File: config.mk
export PLATFORM = sky130hd
export DESIGN_NAME = fsm
export DESIGN_NICKNAME = d
export VERILOG_FILES = /design/src/rtl/fsm_pkg.sv /design/src/rtl/fsm_scan_dff.sv /design/src/rtl/fsm.sv
export SDC_FILE = /design/constraint.sdc
export NUM_CORES = 1
export LEC_CHECK = 0
export BUFFER_PORTS_ARGS = -buffer_cell sky130_fd_sc_hd__buf_2
export CORE_AREA = 5 5 42 44
export CTS_CLUSTER_DIAMETER = 200
export CTS_CLUSTER_SIZE = 25
export DETAILED_ROUTE_END_ITERATION = 12
export DIE_AREA = 0 0 47 49
export PLACE_DENSITY = 0.32
export SLEW_MARGIN = 20
export SYNTH_ARGS = -nofsm -noshare
export SYNTH_HDL_FRONTEND = slang
export SYNTH_SLANG_ARGS = --single-unit
File: constraint.sdc
create_clock -name clk -period 0.8 [get_ports clk]
set_input_delay 0.12 -clock clk [delete_from_list [all_inputs] [get_ports clk]]
set_output_delay 0.12 -clock clk [all_outputs]
set_load 0.05 [all_outputs]
File: src/rtl/fsm_pkg.sv
// Shared state encoding for the "101" sequence detector.
// Latency: n/a (constants only).
// Backpressure: n/a.
package fsm_pkg;

    typedef enum logic [1:0] {
        S0      = 2'b00,  // idle
        S1      = 2'b01,  // seen "1"
        S2      = 2'b10,  // seen "10"
        S_ILLEG = 2'b11   // unreachable functionally, reachable via scan
    } state_t;

endpackage

File: src/rtl/fsm_scan_dff.sv
// Scan flip-flop: functional d or scan_in selected by scan_enable, sync reset.
// Latency: 1 cycle.
// Backpressure: none; captures every edge.
module scan_dff (
    input  logic clk,
    input  logic rst,
    input  logic scan_enable,
    input  logic scan_in,
    input  logic d,
    output logic q
);

    always_ff @(posedge clk) begin
        if (rst)
            q <= 1'b0;
        else if (scan_enable)
            q <= scan_in;
        else
            q <= d;
    end

endmodule

File: src/rtl/fsm.sv
// Overlapping "101" detector with a 2-bit scannable state chain.
// Latency: out is registered, high the cycle after the final '1' is sampled.
// Backpressure: none; inp is consumed every functional cycle.
module fsm
    import fsm_pkg::*;
(
    input  logic clk,
    input  logic rst,
    input  logic scan_in,
    input  logic scan_enable,
    input  logic inp,
    output logic out,
    output logic scan_out
);

    logic [1:0] state_q;
    logic [1:0] nxt_bits;
    logic       q0;
    logic       q1;
    logic       nxt_out;
    state_t     state;
    state_t     nxt;

    assign state_q  = {q1, q0};
    assign state    = state_t'(state_q);
    assign nxt_bits = nxt;
    assign scan_out = q1;

    always_comb begin
        nxt     = S0;
        nxt_out = 1'b0;
        case (state)
            S0:      nxt = inp ? S1 : S0;
            S1:      nxt = inp ? S1 : S2;
            S2:      nxt = inp ? S1 : S0;
            default: nxt = S0;  // recover from a scanned-in 2'b11
        endcase
        nxt_out = (state == S2) && inp;
    end

    // Chain order: scan_in -> bit0 -> bit1 -> scan_out.
    scan_dff u_bit0 (
        .clk         (clk),
        .rst         (rst),
        .scan_enable (scan_enable),
        .scan_in     (scan_in),
        .d           (nxt_bits[0]),
        .q           (q0)
    );

    scan_dff u_bit1 (
        .clk         (clk),
        .rst         (rst),
        .scan_enable (scan_enable),
        .scan_in     (q0),
        .d           (nxt_bits[1]),
        .q           (q1)
    );

    always_ff @(posedge clk) begin
        if (rst || scan_enable)
            out <= 1'b0;
        else
            out <= nxt_out;
    end

endmodule

==> flow_summary_export.csv, run 1 <==
group,metric,value,unit
floorplan,die_w,47,um
worst_setup_path,ff2ff_setup_slack,-0.01,ns
global_routing,grt_pass1_vias,123,
final_layout,fill_cells,168,
final_layout,utilization,16.0,%
timing,relSlewSlack,91.5,%
flow_run,cap_violations,0,
final_layout,syn2layout_area_growth,98.9,%
clock_network,clock-root-buffer,"clkbuf_4",
final_layout,layout-drive-gt1-share,60.9,%
worst_setup_path,setup.worst_path.start_class,"register",
logic_synthesis,muxShareOfSynthArea,0,%
global_routing,antenna_found_initial,0,
detailed_routing,vias_per_cell,3.03,
global_routing,grt_pass1_wl,434,um
worst_setup_path,crit_buf_inv,1,
timing,hold_viol_final,0,
pwr,p_leak,0.0000910,uW
logic_synthesis,syn-num-nets,17,
worst_setup_path,critPathRequiredTime,0.68,ns
final_layout,final_cells,39,
detailed_routing,antenna_left,0,
placement,place_area,166,um2
final_layout,final_common_cell,"buf_2",
status,violations,"negative setup slack",
global_routing,grt_max_degree,5,
timing,final.setup.tns,-0.0568,ns
logic_synthesis,synth_top_area_share,53.3,%
detailed_routing,finalWirelength,315,um
worst_setup_path,slowest_stage,"dfxtp_4",
pwr,p_per_area,2090,mW/mm2
detailed_routing,drt-initial-drc-count,3,
worst_hold_path,hp-start,"rst",
floorplan,die_y,49,um
final_layout,nNetsFinal,29,
worst_setup_path,crit_arrival,0.71,ns
floorplan,die_area,0.00230,mm2
logic_synthesis,synth_xor_xnor_area_share,0,%
worst_setup_path,critPathTopFamily,"flip-flops",
logic_synthesis,yosysSeqAreaShare,53.3,%
clock_network,clock_latency,0.23,ns
clock_network,cts_tree,"done",
logic_synthesis,synth_cells,12,
global_routing,grt-ovfl-total,0,
logic_synthesis,yosys.area_share.simple,42.2,%
logic_synthesis,syn_area,113,um2
global_routing,grtUsageTotal,3.17,%
status,status,"finished, violations left",
clock_network,cts.clk_slew.worst_paths,0.04,ns
floorplan,start_util,8.04,%
worst_hold_path,min_delay_path_depth,2,
worst_setup_path,path_cells,"buf_8",
clock_network,cts_made_buffers,3,
worst_setup_path,end_kind,"output port",
floorplan,core,0.00140,mm2
logic_synthesis,synth-adder-area-share,0,%
clock_network,cts_hold_buf,0,
timing,slew_violations,0,
floorplan,rows,14,
worst_setup_path,reg2reg_depth,4,
worst_setup_path,r2r_start,"u_bit1.q$_SDFF_PP0_",
timing,setup_viol_count_final,4,
logic_synthesis,syn_area_per_cell,9.38,um2
logic_synthesis,netlist-cell-type-count,7,
worst_hold_path,holdPathEnd,"u_bit1.q$_SDFF_PP0_",
clock_network,clock_sinks,3,
floorplan,io_pins,7,
worst_hold_path,hold_path.class,"input pin to register",
final_layout,layout_common_cells,"buf_2, clkbuf_4, nand3b_1, nand2_1, buf_8",
detailed_routing,first_pass_iters,2,
timing,skew,0.00304,ns
logic_synthesis,synth_compound_area_share,4.44,%
worst_setup_path,r2r_end,"u_bit0.q$_SDFF_PP0_",
detailed_routing,vias,118,
worst_setup_path,slowest_delay,0.34,ns
detailed_routing,drc,0,
timing,fin_crit,0.834,ns
final_layout,antenna_cells,0,
clock_network,htreeDepth,1,
timing,fmax,1200,MHz
logic_synthesis,yosysTopAreaCell,"dfxtp_1",
placement,gp_congestion,0.693,
timing,setup_slack,-0.0337,ns
logic_synthesis,synth_area_leaders,"dfxtp_1, nand3b_1, nor3b_2",
detailed_routing,routedWlPerCell,8.08,um
final_layout,final_cell_area,224,um2
clock_network,clockBufferDepth,2,
logic_synthesis,synth_seq_cells,3,
timing,max_slew.worst_pin.slew,0.127,ns
timing,fin_crit_sh,104,%
placement,io_buffers,6,
timing,rsz0062_at_grt,"true",
logic_synthesis,synth_top_family_by_area,"simple AND/OR/NAND/NOR gates",
worst_setup_path,crit_type,"register to output port",
placement,dpl.cell_count,34,
worst_setup_path,critical_path.max_fanout,2,
logic_synthesis,ys_warn_count,0,
pwr,ir_drop,0.317,mV
[worst reg2reg max path, cell delays in order (launching register included)]
cell	delay, ns
dfxtp_4	0.34
buf_4	0.14
nand2_1	0.06
nand3b_1	0.07
a21oi_1	0.14
[power breakdown]
part           switching, uW  internal (uW)  total [uW]
clock                   76.2            187         263
sequential              3.66            154         158
combinational           24.2           24.0        48.2
total                    104            365         469
[layout make-up]
| cell class | count | area (um2) | share of cell area, % |
|---|---|---|---|
| flip-flops and latches | 3 | 65.1 | 29.1 |
| multi-input cells | 9 | 55.1 | 24.6 |
| well taps | 16 | 20.0 | 8.94 |
| repair buffers | 7 | 57.6 | 25.7 |
| clock buffers | 4 | 26.3 | 11.7 |
[registers in the layout, summed over array words and instances (netlist names)]
name	count
out	1
u_bit0.q	1
u_bit1.q	1
[worst max-delay path by stage]
stage	start	end	slack [ns]	cells after the start
3_5_place_dp	u_bit1.q$_SDFF_PP0_	scan_out	0.09	1
4_1_cts	u_bit1.q$_SDFF_PP0_	scan_out	-0.04	1
6_report	u_bit1.q$_SDFF_PP0_	scan_out	-0.03	1
3_3_place_gp	u_bit1.q$_SDFF_PP0_	scan_out	0.1	1
2_1_floorplan	u_bit1.q$_SDFF_PP0_	u_bit1.q$_SDFF_PP0_	0.05	3
5_1_grt	u_bit1.q$_SDFF_PP0_	scan_out	-0.06	1
[metrics by stage]
step,hold slack [ns],setup WS [ns],total power [uW]
floorplan,0.180,0.0516,180
global placement,0.319,0.0955,198
detailed placement,0.323,0.0904,199
CTS,0.0740,-0.0440,484
global route,0.0838,-0.0568,503
finish,0.0849,-0.0337,469
[layer usage]
metal,vias up,share of wire [%],track usage [%]
li1,62,-,-
met1,49,52,3.52
met2,7,31,2.49
met3,0,17,3.32
met4,0,0,4.15
met5,-,0,0
[timing repair]
item | CTS | global route
gates resized for setup | 7 | 1
endpoints found under the setup margin | 2 | 4
hold endpoints to repair | 0 | 0
buffers inserted | 1 | 0
[logic make-up (layout without fill, tap and decap cells)]
family                 count (synthesis)  after routing
flip-flops                             3              3
buffers and inverters                  0             11
AND/OR/NAND/NOR                        8              8
AO/OA/AOI/OAI                          1              1
[Yosys cell counts]
| cell type | instances |
|---|---|
| nand3b_1 | 2 |
| a21oi_1 | 1 |
| nand2_1 | 2 |
| nor3b_2 | 1 |
| nor3_1 | 1 |
| dfxtp_1 | 3 |
| nor2_1 | 2 |
No activity file was read; power rests on OpenSTA's default activity.
==> inputs of run 2 (changes only) <==
--- a/config.mk
+++ b/config.mk
@@ -6,11 +6,11 @@
 export NUM_CORES = 1
 export LEC_CHECK = 0
 export BUFFER_PORTS_ARGS = -buffer_cell sky130_fd_sc_hd__buf_2
-export CORE_AREA = 5 5 42 44
+export CORE_AREA = 4 4 41 43
 export CTS_CLUSTER_DIAMETER = 200
 export CTS_CLUSTER_SIZE = 25
 export DETAILED_ROUTE_END_ITERATION = 12
-export DIE_AREA = 0 0 47 49
+export DIE_AREA = 0 0 45 47
 export PLACE_DENSITY = 0.32
 export SLEW_MARGIN = 20
 export SYNTH_ARGS = -nofsm -noshare
==> constraint.sdc (replaced) <==
create_clock -name clk -period 0.8 [get_ports clk]
set_input_delay 0.08 -clock clk [delete_from_list [all_inputs] [get_ports clk]]
set_output_delay 0.08 -clock clk [all_outputs]
set_load 0.05 [all_outputs]
==> run 2 against run 1 <==
  * The flow still finishes with violations (negative setup slack)
  * Sequential share of layout area rose by 2.1 points
  * Utilization rose by 0.076 points
  * Die area shrank 8.2%
  * Global-route usage rose by 0.54 points
  * Critical path depth is the same
  * Register-to-register slack improved by 0.11 ns
  * Total power decreased by 0.79%
  * Non-clock buffer count down 1
  * Count of clock-buffer cells in the layout did not move
  * First-iteration DRC count is 33% lower
  * Largest power group unchanged
  * Highest routed layer unchanged
==> flow_summary_export.csv, run 2 (synthesis gave the netlist of run 1 again) <==
group,metric,value,unit
detailed_routing,vias_per_cell,3.38,
floorplan,die_area,0.00212,mm2
final_layout,antenna_cells,0,
timing,hold_viol_final,0,
worst_setup_path,crit_type,"register to output port",
global_routing,grt_pass1_wl,489,um
final_layout,syn2layout_area_growth,85.6,%
final_layout,layout-drive-gt1-share,54.5,%
clock_network,clockBufferDepth,2,
global_routing,antenna_found_initial,0,
floorplan,start_util,8.65,%
pwr,p_per_area,2230,mW/mm2
clock_network,clock_sinks,3,
clock_network,cts_tree,"done",
status,violations,"negative setup slack",
timing,fin_crit,0.814,ns
worst_setup_path,slowest_stage,"dfxtp_4",
clock_network,cts.clk_slew.worst_paths,0.04,ns
detailed_routing,wl_met2,112,um
final_layout,multi_input_area,52.6,um2
worst_setup_path,slowest_delay,0.36,ns
timing,skew,0.00266,ns
clock_network,clock_latency,0.23,ns
timing,fin_crit_sh,102,%
detailed_routing,vias,125,
worst_setup_path,end_kind,"output port",
floorplan,die_y,47,um
worst_setup_path,critPathTopFamily,"flip-flops",
floorplan,core,0.00130,mm2
worst_setup_path,critPathRequiredTime,0.72,ns
worst_setup_path,crit_arrival,0.73,ns
detailed_routing,finalWirelength,304,um
timing,setup_viol_count_final,1,
clock_network,htreeDepth,1,
detailed_routing,first_pass_iters,2,
timing,max_slew.worst_pin.slew,0.130,ns
detailed_routing,routedWlPerCell,8.22,um
detailed_routing,routed-wl-met3,50,um
worst_setup_path,setup.worst_path.start_class,"register",
timing,setup_slack,-0.0138,ns
worst_setup_path,ff2ff_setup_slack,0.10,ns
pwr,comb_power_share,9.1,%
final_layout,final_common_cell,"buf_2",
detailed_routing,wl_met1,141,um
global_routing,grtUsageTotal,3.71,%
final_layout,nNetsFinal,28,
detailed_routing,drc,0,
detailed_routing,antenna_left,0,
worst_setup_path,critical_path.max_fanout,4,
worst_setup_path,crit_buf_inv,1,
global_routing,grt_max_degree,5,
pwr,p_clk_share,56.7,%
worst_setup_path,path_cells,"buf_8",
worst_hold_path,hold_path.class,"input pin to register",
clock_network,clock-root-buffer,"clkbuf_4",
floorplan,rows,13,
status,status,"finished, violations left",
placement,gp_congestion,0.577,
pwr,swShare,22.2,%
pwr,p_int,362,uW
pwr,ir_drop,0.545,mV
worst_hold_path,min_delay_path_depth,2,
timing,slew_violations,0,
worst_hold_path,hp-start,"rst",
floorplan,io_pins,7,
timing,relSlewSlack,91.3,%
placement,post-place-ws,0.121,ns
detailed_routing,highest_layer,"met3",
placement,io_buffers,6,
clock_network,cts_made_buffers,3,
final_layout,utilization,16.1,%
global_routing,grt-ovfl-total,0,
pwr,power_switching,103,uW
worst_hold_path,holdPathEnd,"u_bit1.q$_SDFF_PP0_",
worst_setup_path,reg2reg_depth,3,
timing,fmax,1230,MHz
final_layout,top_regs,"out x1, u_bit0.q x1, u_bit1.q x1",
final_layout,fill_cells,153,
floorplan,die_w,45,um
worst_setup_path,r2r_end,"u_bit1.q$_SDFF_PP0_",
clock_network,cts_setup_buffers,0,
final_layout,layout_common_cells,"buf_2, clkbuf_4, nor2_1, nand3b_1, nand2_1",
final_layout,register_area,65.1,um2
flow_run,cap_violations,0,
pwr,p_leak,0.0000844,uW
global_routing,grt_pass1_vias,138,
pwr,power_frac_seq,34.2,%
timing,rsz0062_at_grt,"true",
detailed_routing,drt-initial-drc-count,2,
worst_setup_path,r2r_start,"u_bit1.q$_SDFF_PP0_",
## run 2: changes by cell type in the layout (fill, tap and decap cells not counted), sizes merged
cell,delta
buf,-1
## run 2: worst max-delay path by stage
stage                                    from                   to  slack [ns]  cells after the start
after global placement    u_bit1.q$_SDFF_PP0_             scan_out        0.14                      1
final                     u_bit1.q$_SDFF_PP0_             scan_out       -0.01                      1
after CTS                 u_bit1.q$_SDFF_PP0_             scan_out       -0.02                      1
after detailed placement  u_bit1.q$_SDFF_PP0_  u_bit1.q$_SDFF_PP0_        0.12                      3
after floorplan           u_bit1.q$_SDFF_PP0_  u_bit1.q$_SDFF_PP0_        0.05                      3
after global routing      u_bit1.q$_SDFF_PP0_             scan_out       -0.04                      1
## run 2: power groups by stage
stage / Sequential (uW) / Clock [uW] / Combinational, uW
after detailed placement: 160 / 0 / 38.5
after CTS: 159 / 278 / 42.8
after global routing: 160 / 292 / 46.5
after floorplan: 167 / 0 / 12.1
after global placement: 159 / 0 / 37.5
final: 159 / 264 / 42.4
## run 2: metrics by stage
stage | hold WS (ns) | total power (uW) | TNS [ns] | instances | instance area (um2)
3_5_place_dp | 0.288 | 198 | 0 | 33 | 165
6_report | 0.0488 | 465 | -0.0138 | 37 | 209
5_1_grt | 0.0500 | 498 | -0.0378 | 37 | 209
2_1_floorplan | 0.140 | 180 | 0 | 12 | 116
3_3_place_gp | 0.277 | 197 | 0 | 33 | 165
4_1_cts | 0.0415 | 480 | -0.0243 | 37 | 209
## run 2: area by class of cell
class | instances | area share (%)
clock buffers | 4 | 12.6
flip-flops and latches | 3 | 31.1
repair buffers | 6 | 22.2
well taps | 15 | 8.98
multi-input cells | 9 | 25.1
## run 2: timing repair
action | in CTS | in global routing
hold endpoints to repair | 0 | 0
resized for setup | 6 | 0
setup endpoints to repair | 2 | 1
hold buffers | 0 | 0
gates cloned | 0 | 0
## run 2: metal layers
layer | up-vias | track usage [%]
li1 | 62 | -
met1 | 54 | 3.85
met2 | 9 | 4.24
met3 | 0 | 3.45
met4 | 0 | 3.51
met5 | - | 0
